File: config.mk
export PLATFORM = sky130hd
export DESIGN_NAME = wave_sample_scheduler
export DESIGN_NICKNAME = d
export VERILOG_FILES = /design/src/rtl/wave_sample_scheduler.sv
export SDC_FILE = /design/constraint.sdc
export NUM_CORES = 1
export LEC_CHECK = 0
export CAP_MARGIN = 20
export CORE_ASPECT_RATIO = 0.7
export CORE_MARGIN = 2
export CORE_UTILIZATION = 54
export DETAILED_ROUTE_END_ITERATION = 16
export PLACE_DENSITY_LB_ADDON = 0.12
export SLEW_MARGIN = 40
export SYNTH_ARGS = -nofsm -noshare
export SYNTH_HDL_FRONTEND = slang
export SYNTH_SLANG_ARGS = --single-unit
File: constraint.sdc
create_clock -name clk_i -period 2.6 [get_ports clk_i]
set_input_delay 0.26 -clock clk_i [delete_from_list [all_inputs] [get_ports clk_i]]
set_output_delay 0.26 -clock clk_i [all_outputs]
set_load 0.005 [all_outputs]
File: src/rtl/wave_sample_scheduler.sv
// -----------------------------------------------------------------------------
// wave_sample_scheduler
//
// Sequencing controller that sits between the pin decode and the CORDIC
// waveform generators. Configuration writes land in shadow registers and are
// only handed to the generator at sample boundaries. A free-running divider
// paces next-data requests, and each returned sample is captured into data_o
// with a one-cycle valid strobe.
//
// Optional feature (macro WAVE_SCHED_WDOG_EN): a watchdog that bounds
// WAIT_DATA to WDOG_CYCLES cycles after the request strobe and raises a
// sticky error_o when it expires. Without the macro, error_o is tied to 0 and
// WAIT_DATA waits indefinitely.
//
// Ports
//   clk_i                         clock
//   rst_i                         synchronous reset, active-high
//   enable_i                      level, 1 = run periodic sampling
//   cfg_data_i                    configuration write data
//   cfg_phase_we_i                write pending phase
//   cfg_amp_we_i                  write pending amplitude
//   cfg_div_we_i                  write divider (low DIV_WIDTH bits of data)
//   gen_phase_o / _valid_strobe_o phase load to generator
//   gen_amplitude_o / _valid_...  amplitude load to generator
//   gen_next_data_strobe_o        one-cycle sample request
//   gen_data_i / _valid_strobe_i  sample returned by generator
//   data_o / data_valid_strobe_o  captured sample and its strobe
//   busy_o                        1 whenever the FSM is not in IDLE
//   error_o                       sticky watchdog flag
//
// State    | meaning
// ---------+--------------------------------------------------------------
// IDLE     | sampling disabled, waiting for enable_i
// LOAD_PHASE | push pending phase to the generator if one is queued
// LOAD_AMP | push pending amplitude to the generator if one is queued
// WAIT_TICK | waiting for the divider tick
// REQUEST  | next-data strobe is on the output this cycle
// WAIT_DATA | waiting for the generator's sample
// -----------------------------------------------------------------------------
module wave_sample_scheduler #(
  parameter int DATA_WIDTH  = 8,
  parameter int DIV_WIDTH   = 8,
  parameter int WDOG_CYCLES = 64
) (
  input  logic                  clk_i,
  input  logic                  rst_i,
  input  logic                  enable_i,
  input  logic [DATA_WIDTH-1:0] cfg_data_i,
  input  logic                  cfg_phase_we_i,
  input  logic                  cfg_amp_we_i,
  input  logic                  cfg_div_we_i,
  output logic [DATA_WIDTH-1:0] gen_phase_o,
  output logic                  gen_phase_valid_strobe_o,
  output logic [DATA_WIDTH-1:0] gen_amplitude_o,
  output logic                  gen_amplitude_valid_strobe_o,
  output logic                  gen_next_data_strobe_o,
  input  logic [DATA_WIDTH-1:0] gen_data_i,
  input  logic                  gen_data_valid_strobe_i,
  output logic [DATA_WIDTH-1:0] data_o,
  output logic                  data_valid_strobe_o,
  output logic                  busy_o,
  output logic                  error_o
);

  // The divider is loaded from the low bits of the config bus, and the
  // watchdog needs at least one WAIT_DATA cycle after REQUEST to count.
  if (DIV_WIDTH > DATA_WIDTH || WDOG_CYCLES < 2) begin : g_bad_params
    $error("wave_sample_scheduler: DIV_WIDTH must be <= DATA_WIDTH and WDOG_CYCLES >= 2");
  end

  typedef enum logic [2:0] {
    S_IDLE,
    S_LOAD_PHASE,
    S_LOAD_AMP,
    S_WAIT_TICK,
    S_REQUEST,
    S_WAIT_DATA
  } state_t;

  state_t                r_state;
  logic [DIV_WIDTH-1:0]  r_div;
  logic [DIV_WIDTH-1:0]  r_div_cnt;
  logic [DATA_WIDTH-1:0] r_phase_pend;
  logic [DATA_WIDTH-1:0] r_amp_pend;
  logic                  r_phase_flag;
  logic                  r_amp_flag;
  logic [DATA_WIDTH-1:0] r_gen_phase;
  logic                  r_gen_phase_stb;
  logic [DATA_WIDTH-1:0] r_gen_amp;
  logic                  r_gen_amp_stb;
  logic                  r_next_stb;
  logic [DATA_WIDTH-1:0] r_data;
  logic                  r_data_stb;
  logic                  w_tick;

`ifdef WAVE_SCHED_WDOG_EN
  localparam int WDOG_W = $clog2(WDOG_CYCLES) + 1;
  localparam logic [WDOG_W-1:0] WDOG_LAST = WDOG_W'(WDOG_CYCLES - 1);
  logic [WDOG_W-1:0] r_wdog_cnt;
  logic              r_error;
`endif

  // Sample-rate divider: period is r_div+1 cycles. A divider write restarts
  // the count so the new period starts cleanly.
  assign w_tick = enable_i && (r_div_cnt == r_div);

  always_ff @(posedge clk_i) begin
    if (rst_i) begin
      r_div     <= '0;
      r_div_cnt <= '0;
    end else if (cfg_div_we_i) begin
      r_div     <= cfg_data_i[DIV_WIDTH-1:0];
      r_div_cnt <= '0;
    end else if (enable_i) begin
      r_div_cnt <= w_tick ? '0 : r_div_cnt + 1'b1;
    end
  end

  always_ff @(posedge clk_i) begin
    if (rst_i) begin
      r_state         <= S_IDLE;
      r_phase_pend    <= '0;
      r_amp_pend      <= '0;
      r_phase_flag    <= 1'b0;
      r_amp_flag      <= 1'b0;
      r_gen_phase     <= '0;
      r_gen_phase_stb <= 1'b0;
      r_gen_amp       <= '0;
      r_gen_amp_stb   <= 1'b0;
      r_next_stb      <= 1'b0;
      r_data          <= '0;
      r_data_stb      <= 1'b0;
`ifdef WAVE_SCHED_WDOG_EN
      r_wdog_cnt      <= '0;
      r_error         <= 1'b0;
`endif
    end else begin
      r_gen_phase_stb <= 1'b0;
      r_gen_amp_stb   <= 1'b0;
      r_next_stb      <= 1'b0;
      r_data_stb      <= 1'b0;
`ifdef WAVE_SCHED_WDOG_EN
      r_wdog_cnt      <= '0;
`endif

      case (r_state)
        S_IDLE: begin
          if (enable_i) begin
            r_state <= (r_phase_flag || r_amp_flag) ? S_LOAD_PHASE : S_WAIT_TICK;
          end
        end

        S_LOAD_PHASE: begin
          if (r_phase_flag) begin
            r_gen_phase     <= r_phase_pend;
            r_gen_phase_stb <= 1'b1;
            r_phase_flag    <= 1'b0;
          end
          r_state <= S_LOAD_AMP;
        end

        S_LOAD_AMP: begin
          if (r_amp_flag) begin
            r_gen_amp     <= r_amp_pend;
            r_gen_amp_stb <= 1'b1;
            r_amp_flag    <= 1'b0;
          end
          r_state <= S_WAIT_TICK;
        end

        S_WAIT_TICK: begin
          if (!enable_i) begin
            r_state <= S_IDLE;
          end else if (w_tick) begin
            // Strobe is raised with the state change so it lands one cycle
            // after the tick.
            r_next_stb <= 1'b1;
            r_state    <= S_REQUEST;
          end
        end

        S_REQUEST: begin
`ifdef WAVE_SCHED_WDOG_EN
          // Watchdog counts from the request cycle, so it expires exactly
          // WDOG_CYCLES cycles after the strobe.
          r_wdog_cnt <= r_wdog_cnt + 1'b1;
`endif
          r_state <= S_WAIT_DATA;
        end

        S_WAIT_DATA: begin
          if (gen_data_valid_strobe_i) begin
            r_data     <= gen_data_i;
            r_data_stb <= 1'b1;
            r_state    <= (r_phase_flag || r_amp_flag) ? S_LOAD_PHASE : S_WAIT_TICK;
          end
`ifdef WAVE_SCHED_WDOG_EN
          else if (r_wdog_cnt == WDOG_LAST) begin
            r_error <= 1'b1;
            r_state <= S_WAIT_TICK;
          end else begin
            r_wdog_cnt <= r_wdog_cnt + 1'b1;
          end
`endif
        end

        default: r_state <= S_IDLE;
      endcase

      // Writes come after the FSM so a write landing in the same cycle as a
      // LOAD state keeps its flag set and is applied at the next boundary.
      if (cfg_phase_we_i) begin
        r_phase_pend <= cfg_data_i;
        r_phase_flag <= 1'b1;
      end
      if (cfg_amp_we_i) begin
        r_amp_pend <= cfg_data_i;
        r_amp_flag <= 1'b1;
      end
    end
  end

  assign gen_phase_o                  = r_gen_phase;
  assign gen_phase_valid_strobe_o     = r_gen_phase_stb;
  assign gen_amplitude_o              = r_gen_amp;
  assign gen_amplitude_valid_strobe_o = r_gen_amp_stb;
  assign gen_next_data_strobe_o       = r_next_stb;
  assign data_o                       = r_data;
  assign data_valid_strobe_o          = r_data_stb;
  assign busy_o                       = (r_state != S_IDLE);

`ifdef WAVE_SCHED_WDOG_EN
  assign error_o = r_error;
`else
  assign error_o = 1'b0;
`endif

endmodule

; ---- Word-level counts from Yosys, hierarchy flattened
; Cells that the tools add are included.
[op_classes]
n_addsub = 1
eq_ne = 9
muxes = 15
n_bitwise = 5
reduce_logical = 15
[op_table]
columns = operator, count
row1 = 3-bit case mux with 6 select lines, 1
row2 = 3-bit two-way mux, 4
row3 = "8-bit by 1-bit adder with 8-bit output, second input constant", 1
row4 = 8-bit equality test, 1
row5 = 1-bit two-way mux, 8
row6 = 8-bit two-way mux, 1
row7 = 2-bit OR reduction, 4
row8 = "3-bit by 2-bit equality test with 1-bit output, second input constant", 2
row9 = "3-bit equality test, second input constant", 2
row10 = 2-bit AND reduction, 3
row11 = 1-bit NOT, 5
row12 = "2-bit inequality test, second input constant", 2
row13 = 2-bit nonzero test, 2
row14 = "3-bit by 1-bit equality test with 1-bit output, second input constant", 1
row15 = 3-bit zero test, 1
row16 = "3-bit inequality test, second input constant", 1
row17 = 3-bit AND reduction, 1
row18 = 3-bit nonzero test, 1
row19 = 3-bit OR reduction, 1
row20 = 2-bit two-way mux, 1
row21 = 1-bit logical AND, 1
row22 = 1-bit logical OR, 1
[totals]
reg_bits = 65
inputBits = 23
out_inout_bits = 30
elab_cells = 59

; ---- Depth between registers and ports, before layout
; Gate-level depths: netlist of the first run.
[depth]
depth_word = 5
depth_mapped = 6
depth_no_buf = 5

; ---- Least setup slack after synthesis of the first run
; OpenSTA, ideal clock, no wires.
[synth_timing]
kind = reg2reg
from = reg r_state[1]
to = reg r_data[0] (netlist: data_o[0])
arrival_ns = 1.066
required_time_ns = 2.468
slack_ns = 1.401
path_stages_with_launch = 7
path_cell_list = dfxtp_1 buf_2 and2b_1 and3_1 buf_2 nand2_1 a21oi_1
[synth_between]
elab_chain_cells = 2
[synth_lines]
columns = item, line_no
row1 = "start, declared", 80  ; state_t r_state;
row2 = "start signal, assigned", 149  ; r_state <= (r_phase_flag || r_amp_flag) ? S_LOAD_PHASE : S_WAIT_TICK;
row3 = "start signal, assigned", 195  ; r_state <= (r_phase_flag || r_amp_flag) ? S_LOAD_PHASE : S_WAIT_TICK;
row4 = 3-bit equality test, 146  ; case (r_state)
row5 = 2-bit AND reduction (no line), -
row6 = "end signal, assigned", 193  ; r_data <= gen_data_i;
row7 = "end, declared", 92  ; logic [DATA_WIDTH-1:0] r_data;
; Every way passes these cells.
; A chain may end at the register's enable or synchronous reset.

; ---- Final worst setup path of the first run
[layout_timing]
from = reg r_state[2]
to = out busy_o
[layout_between]
elab_chain_cells = 1
[layout_lines]
columns = item, line_no
row1 = 3-bit nonzero test, 230  ; assign busy_o = (r_state != S_IDLE);
row2 = "end, declared", 61  ; output logic busy_o,
; Every way passes these cells.

==> flow_summary.ini, run 1 <==
[worst_setup_path]
crit_type = flip-flop to output port
crit_path_start_kind = flip-flop
end_kind = output port
critical_path_arrival_ns = 1.58
cp.required_ns = 2.34
crit_fanout = 12

[placement]
port_buffers = 51
place_ws_ns = 0.835
gp_congestion = 0.841
detailed_place_hpwl_um = 3730
dp.cells = 371

[sta]
period_share_pct = 70.6
max_slew_margin_pct = 49.6
worst_slew_pin_slew_ns = 0.753
final_hold_viol_count = 0
drv_slew = 0
period_needed_ns = 1.84
clock.fmax_mhz = 545
finalSetupViolCount = 0
setup_ws_ns = 0.764
rsz0062_at_grt = false
clock_skew_ns = 0.00666
finalSetupTns_ns = 0

[layout]
diodes = 0
mostFrequentLayoutCell = dfxtp_1
fin_cells = 387
n_fill_cell = 351
syn2layout_area_growth_pct = 27.1
drive_above_1_share_pct = 5.42
final_cell_mix = 65 x dfxtp_1, 55 x nand2_1, 50 x clkdlybuf4s50_1
nets = 351

[floorplan]
start_util_pct = 57.0
ios = 53
die_w_um = 85.5
coreArea_um2 = 4400
die_area_um2 = 5220
die_y_um = 61.0
rows = 20

[clock_network]
root_buffer = clkbuf_8
cts_buffers = 9
clkTransAtPathRegs_ns = 0.07
cts_resized = 0
cts_sinks = 65
cts_tree = done
htree_levels = 3
clk_path_buf_depth = 2
cts_hold_buf = 0
cts_setup_buffers = 0
clk_latency_ns = 0.34

[logic_synthesis]
syn-instance-count = 282
yosysSeqAreaShare_pct = 51.8
syn_avg_cell_area_um2 = 8.90
synth_area_um2 = 2510
synth_cell_types = 33
synth-seq-cells = 65
syn-num-nets = 306
yosys_warnings = 0

[global_routing]
met3_usage_pct = 9.38
grt_remaining_overflow = 0
grt_use_total_pct = 22.6
grt_max_degree = 56
use_met2_pct = 33.8
grt_pass1_vias = 1897
grt_pass1_wl_um = 8930
grt-busiest-layer = met2
use_met1_pct = 30.2
antenna_found_initial = 0

[detailed_routing]
wl_per_cell_um = 13.9
dr.pass1.iters = 4
drc = 0
drtIter0Drc = 144
drt-total-wl_um = 5360
detail-route-antenna-nets = 0
via_count = 2053
vias_per_cell = 5.30

[job]
drv_cap = 0

[power_and_ir_drop]
seqPwrFrac_pct = 52.3
p_per_area_nw_per_um2 = 642
swShare_pct = 25.0
power.switching_w = 0.000512
comb_power_share_pct = 10.7
peakVddDrop_mv = 0.424
intPower_w = 0.00154
p_clk_share_pct = 37.0
power_leakage_nw = 1.19

[outcome]
status = complete, no violations

[worst_hold_path]
hp-class = input port to flip-flop
[power by group through the flow]
stage | Sequential, W | Combinational, W | Clock [W]
floorplan | 0.00108 | 0.000142 | 0
global placement | 0.00109 | 0.000214 | 0
detailed placement | 0.00109 | 0.000217 | 0
CTS | 0.00107 | 0.000219 | 0.000769
global route | 0.00108 | 0.000243 | 0.000814
finish | 0.00107 | 0.000219 | 0.000758
[logic make-up after synthesis]
family          after synthesis  share of synthesized area (%)
fa+ha+maj                     1                          0.498
mux                          24                           9.57
xor+xnor                     14                           4.89
flops                        65                           51.8
simple gates                113                           19.5
buf+inv                      22                           3.79
compound gates               42                           9.77
other cells                   1                          0.149
[flip-flops by register name, summed over array words and instances (netlist names), 3 cells and up]
signal / cells
data_o: 8
gen_amplitude_o: 8
gen_phase_o: 8
r_amp_pend: 8
r_div: 8
r_div_cnt: 8
r_phase_pend: 8
r_state: 3
[final timing paths]
check,startpoint,endpoint,slack [ns],cells after the start
setup / recovery,r_state[2],busy_o,0.76,2
hold / removal,rst_i,r_state[0],0.30,4
setup reg to reg,r_div_cnt[0],r_div_cnt[1],0.88,4
hold reg to reg,gen_phase_o[7],gen_phase_o[7],0.45,2
[cell usage after synthesis]
cell type	number	share of area, %
nor2_1	35	5.2
xnor2_1	11	3.8
nor3b_1	1	0.30
xor2_1	3	1.0
o32a_1	1	0.40
or3_1	1	0.25
a21oi_1	27	5.4
nor4b_1	1	0.35
inv_1	3	0.45
dfxtp_1	65	52
and2b_1	1	0.30
and3b_1	1	0.35
nand4_1	5	1.2
ha_1	1	0.50
nand3_1	3	0.60
conb_1	1	0.15
nand2_1	55	8.2
a21boi_0	1	0.30
a32o_1	1	0.40
a211oi_1	6	1.8
or2_2	1	0.25
o31ai_1	1	0.30
a311oi_1	1	0.35
nor3_1	2	0.40
o21ai_0	3	0.60
nand3b_1	5	1.5
buf_4	1	0.30
o22ai_1	1	0.25
buf_2	7	1.4
clkbuf_1	6	0.90
buf_1	5	0.75
and3_1	2	0.50
mux2i_1	24	9.6
[worst max-delay path, stage by stage (launching register included)]
cell and delay [ns]:
dfxtp_1 0.40, or3_1 0.39, clkdlybuf4s50_1 0.44
[through the flow]
stage                     instance area [µm²]  hold slack, ns  util, %  power [W]
after global routing                     3190           0.301     72.4    0.00213
final                                    3190           0.299     72.4    0.00205
after CTS                                3190           0.287     72.4    0.00206
after global placement                   3020           0.440     68.5    0.00131
after floorplan                          2510           0.396        -    0.00122
after detailed placement                 3020           0.447     68.5    0.00131
[cell type report]
class | count | area [µm²] | area share, %
Clock buffer | 13 | 159 | 4.98
Clock inverter | 3 | 15.0 | 0.471
Tap cell | 55 | 68.8 | 2.16
Multi-Input combinational cell | 195 | 1110 | 34.9
Inverter | 3 | 11.3 | 0.353
Sequential cell | 65 | 1300 | 40.8
Timing Repair Buffer | 53 | 520 | 16.3
[layer usage]
layer / vias up / wire length (µm)
met5: - / 0
met3: 10 / 374
met4: 0 / 70
met1: 949 / 2640
li1: 1032 / -
met2: 62 / 2270
Note: power is estimated with default switching activity, not from simulation.
==> inputs of run 2 (changes only) <==
- CORE_UTILIZATION: 54 -> 45
- clock period: 2.6 -> 1.55 ns (I/O delays scaled with it)
==> run 2 against run 1 <==
Final area grew 5.1%; worst hold slack lost 0.12 ns; largest power group unchanged; clock skew grew 0.0033 ns; final cell count grew 7.5%; core utilization shrank 9.3 points; critical path type unchanged; register-to-register slack lost 0.76 ns; die area grew 19%; non-clock buffer count grew 12.
==> flow_summary.ini, run 2 (synthesis gave the netlist of run 1 again) <==
[outcome]
status = complete, no violations

[floorplan]
die_area_um2 = 6200
die_y_um = 66.5
rows = 22
start_util_pct = 47.2
coreArea_um2 = 5310
die_w_um = 93.3
ios = 53

[worst_setup_path]
crit_fanout = 4
crit_type = flip-flop to output port
cp.required_ns = 1.39
crit_path_start_kind = flip-flop
critical_path_arrival_ns = 1.31
end_kind = output port

[detailed_routing]
via_count = 2116
vias_per_cell = 5.09
detail-route-antenna-nets = 0
drc = 0
drt-total-wl_um = 5850
wl_per_cell_um = 14.1
dr.pass1.iters = 5
drtIter0Drc = 126

[sta]
final_hold_viol_count = 0
setup_ws_ns = 0.0896
period_needed_ns = 1.46
finalSetupTns_ns = 0
rsz0062_at_grt = false
clock.fmax_mhz = 685
period_share_pct = 94.2
finalSetupViolCount = 0
drv_slew = 0
clock_skew_ns = 0.00998

[global_routing]
grt_max_degree = 47
grt_pass1_wl_um = 9500
grt_pass1_vias = 1922
grt_use_total_pct = 20.4
antenna_found_initial = 0
grt_remaining_overflow = 0

[power_and_ir_drop]
peakVddDrop_mv = 0.925
p_clk_share_pct = 41.5
power.switching_w = 0.000919
comb_power_share_pct = 10.6
swShare_pct = 24.5
intPower_w = 0.00284
power.total_w = 0.00376
power_leakage_nw = 1.27
seqPwrFrac_pct = 48.0
p_per_area_nw_per_um2 = 1120

[job]
drv_cap = 0

[clock_network]
clk_path_buf_depth = 2
cts_hold_buf = 0
root_buffer = clkbuf_8
cts_tree = done
clkTransAtPathRegs_ns = 0.07
cts_buffers = 9
htree_levels = 3
cts_sinks = 65
clk_latency_ns = 0.34

[layout]
diodes = 0
mostFrequentLayoutCell = dfxtp_1
utilization_pct = 63.1
fin_area_um2 = 3350
syn2layout_area_growth_pct = 33.5
final_cell_mix = 62 x dfxtp_1, 55 x nand2_1, 49 x clkdlybuf4s50_1
drive_above_1_share_pct = 10.2
nets = 363

[placement]
port_buffers = 51
place_ws_ns = 0.111
gp_congestion = 0.840
dpl_cell_area_um2 = 3100
detailed_place_hpwl_um = 4010

[worst_hold_path]
hp-class = input port to flip-flop
run 2: cell count changes in the layout (fill, tap and decap cells not counted), moves of 2 or more:
cell	before	now
clkbuf_1	2	0
buf_4	2	14
clkbuf_8	11	9
bufinv_16	0	2
clkinv_4	0	2
dfxtp_2	0	2
dfxtp_1	65	62
run 2: per-stage QoR:
stage / hold slack, ns / std cells
after floorplan: 0.291 / 282
after global placement: 0.441 / 396
after detailed placement: 0.446 / 396
after CTS: 0.160 / 412
after global routing: 0.161 / 416
final: 0.180 / 416
run 2: layout make-up:
cell class	instances	area, µm²
clock buffers	9	124
clock inverters	7	95.1
fillers	453	1960
inverters	3	11.3
multi-input cells	195	1110
flip-flops and latches	65	1310
well taps	72	90.1
repair buffers	65	609
run 2: worst paths after layout:
| path | start | end | slack, ns | cells past startpoint |
|---|---|---|---|---|
| max | r_state[2] | busy_o | 0.09 | 2 |
| min | rst_i | r_div[4] | 0.18 | 2 |
| max reg2reg | r_div_cnt[2] | r_div_cnt[1] | 0.12 | 5 |
| min reg2reg | data_o[4] | data_o[4] | 0.45 | 2 |
run 2: repair_timing:
action	in CTS	in global routing
gates resized for setup	3	2
setup endpoints to repair	1	1
gates cloned	0	0
endpoints found under the hold margin	0	0
setup buffers	0	4
pin swaps	0	0
run 2: layer usage:
layer | track usage (%) | share of wire, %
met4 | 4.96 | 0.87
met3 | 7.69 | 8.6
met1 | 29.0 | 50
met2 | 29.0 | 41
met5 | 0 | 0
run 2: worst max-delay path, cell delays in order (launching register included):
cell and delay [ns]:
dfxtp_4 0.35, or3_1 0.35, dlygate4sd2_1 0.26
run 2: power by group through the flow:
| stage | Clock [W] | Sequential (W) | Combinational, W |
|---|---|---|---|
| floorplan | 0 | 0.00181 | 0.000239 |
| global placement | 0 | 0.00183 | 0.000388 |
| detailed placement | 0 | 0.00183 | 0.000394 |
| CTS | 0.00159 | 0.00180 | 0.000393 |
| global route | 0.00168 | 0.00181 | 0.000436 |
| finish | 0.00156 | 0.00180 | 0.000397 |
==> inputs of run 3 (changes only) <==
- REMOVE_ABC_BUFFERS: unset -> 1
==> run 3 against run 2 <==
Combinational power about the same; flip-flop and latch count unchanged; sequential share of layout area increased by 0.30 points; clock-buffer cell count grew 1; critical path depth did not move; maximum frequency down 0.58%; largest cell class unchanged; via count down 4.9%; highest routed layer unchanged; sequential power is essentially flat; setup slack worse by 0.0085 ns; final area down 0.67%.
==> flow_summary.ini, run 3 (synthesis gave the netlist of run 1 again) <==
[worst_setup_path]
crit_fanout = 8
crit_start = r_state[0]
crit_type = flip-flop to output port
reg2regPathDepth = 5
crit_slowest_cell = dfxtp_4
end_kind = output port
path_cells = or3_1, dlygate4sd2_1
rr_startpoint = r_state[2]
worst_path_largest_cell_delay_ns = 0.38
crit_path_start_kind = flip-flop
cp.required_ns = 1.39
critical_path_arrival_ns = 1.31

[clock_network]
root_buffer = clkbuf_8
htree_levels = 3
clkTransAtPathRegs_ns = 0.07
cts_tree = done
clk_path_buf_depth = 2
cts_hold_buf = 0
cts_buffers = 9
cts_sinks = 65
clk_latency_ns = 0.34

[placement]
port_buffers = 51
detailed_place_hpwl_um = 3880
place_ws_ns = 0.118
gp_congestion = 0.770

[detailed_routing]
via_count = 2012
wl_per_cell_um = 13.5
drc = 0
dr.pass1.iters = 4
detail-route-antenna-nets = 0
vias_per_cell = 4.84
drt-total-wl_um = 5630
drtIter0Drc = 84

[sta]
period_share_pct = 94.8
setup_ws_ns = 0.0811
clock_skew_ns = 0.00754
finalSetupTns_ns = 0
drv_slew = 0
rsz0062_at_grt = false
period_needed_ns = 1.47
final_hold_viol_count = 0
finalSetupViolCount = 0
clock.fmax_mhz = 681

[outcome]
status = complete, no violations

[layout]
nets = 363
mostFrequentLayoutCell = dfxtp_1
syn2layout_area_growth_pct = 32.6
utilization_pct = 62.6
final_cell_mix = 63 x dfxtp_1, 55 x nand2_1, 49 x clkdlybuf4s50_1
diodes = 0
drive_above_1_share_pct = 9.88

[floorplan]
die_w_um = 93.3
rows = 22
die_area_um2 = 6200
ios = 53
die_y_um = 66.5
coreArea_um2 = 5310
start_util_pct = 47.2

[global_routing]
grt_pass1_wl_um = 9250
antenna_found_initial = 0
grt_pass1_vias = 1963
grt_use_total_pct = 20.0
grt_max_degree = 32
grt_remaining_overflow = 0

[power_and_ir_drop]
peakVddDrop_mv = 0.683
power_leakage_nw = 1.26
p_per_area_nw_per_um2 = 1080

[worst_hold_path]
min_path_cells = 2
hp-class = input port to flip-flop
min_from = rst_i

[job]
drv_cap = 0
run 3: cell count changes in the layout (fill, tap and decap cells not counted), sizes merged:
cell / delta
bufinv: -1
clkbuf: +1
run 3: area by class of cell:
cell class | instances | area [µm²]
clock buffer | 10 | 138
tap | 72 | 90.1
multi-input combinational | 195 | 1110
inverter | 3 | 11.3
timing repair buffer | 65 | 609
sequential | 65 | 1310
clock inverter | 6 | 57.6
fill | 476 | 1980
run 3: per-layer routing:
metal | track usage [%] | share of wire (%) | vias up | wire length (µm)
met5 | 0 | 0 | - | 0
met4 | 8.82 | 0.51 | 0 | 29
met3 | 7.01 | 7.0 | 4 | 393
met2 | 29.9 | 41 | 63 | 2330
met1 | 26.2 | 51 | 888 | 2880
li1 | - | - | 1057 | -
run 3: worst max-delay path, delay by kind of cell, from the launching register on:
kind	cells	cell delay, ns
buf+inv	1	0.26
flops	1	0.38
simple gates	1	0.33
run 3: repair_timing:
| action | CTS | global route |
|---|---|---|
| setup endpoints to repair | 1 | 3 |
| resized for setup | 5 | 0 |
| pin swaps | 0 | 1 |
| setup buffers | 1 | 2 |
run 3: per-stage QoR:
| step | instance area [µm²] | power, W | hold slack, ns | cells |
|---|---|---|---|---|
| finish | 3330 | 0.00360 | 0.194 | 416 |
| global route | 3330 | 0.00377 | 0.197 | 416 |
| CTS | 3310 | 0.00363 | 0.179 | 414 |
| detailed placement | 3100 | 0.00222 | 0.442 | 397 |
| global placement | 3100 | 0.00222 | 0.441 | 397 |
| floorplan | 2430 | 0.00200 | 0.224 | 263 |
run 3: final timing paths:
kind	to	slack (ns)
setup / recovery	busy_o	0.08
hold / removal	gen_amplitude_valid_strobe_o	0.19
setup reg to reg	gen_amplitude_o[5]	0.09
hold reg to reg	gen_amplitude_o[6]	0.45
run 3: where the power goes:
part	internal [W]	switching (W)	leakage, nW
Clock	0.000774	0.000635	0.102
Sequential	0.00174	0.0000577	0.531
Combinational	0.000197	0.000199	0.623
Total	0.00271	0.000892	1.26
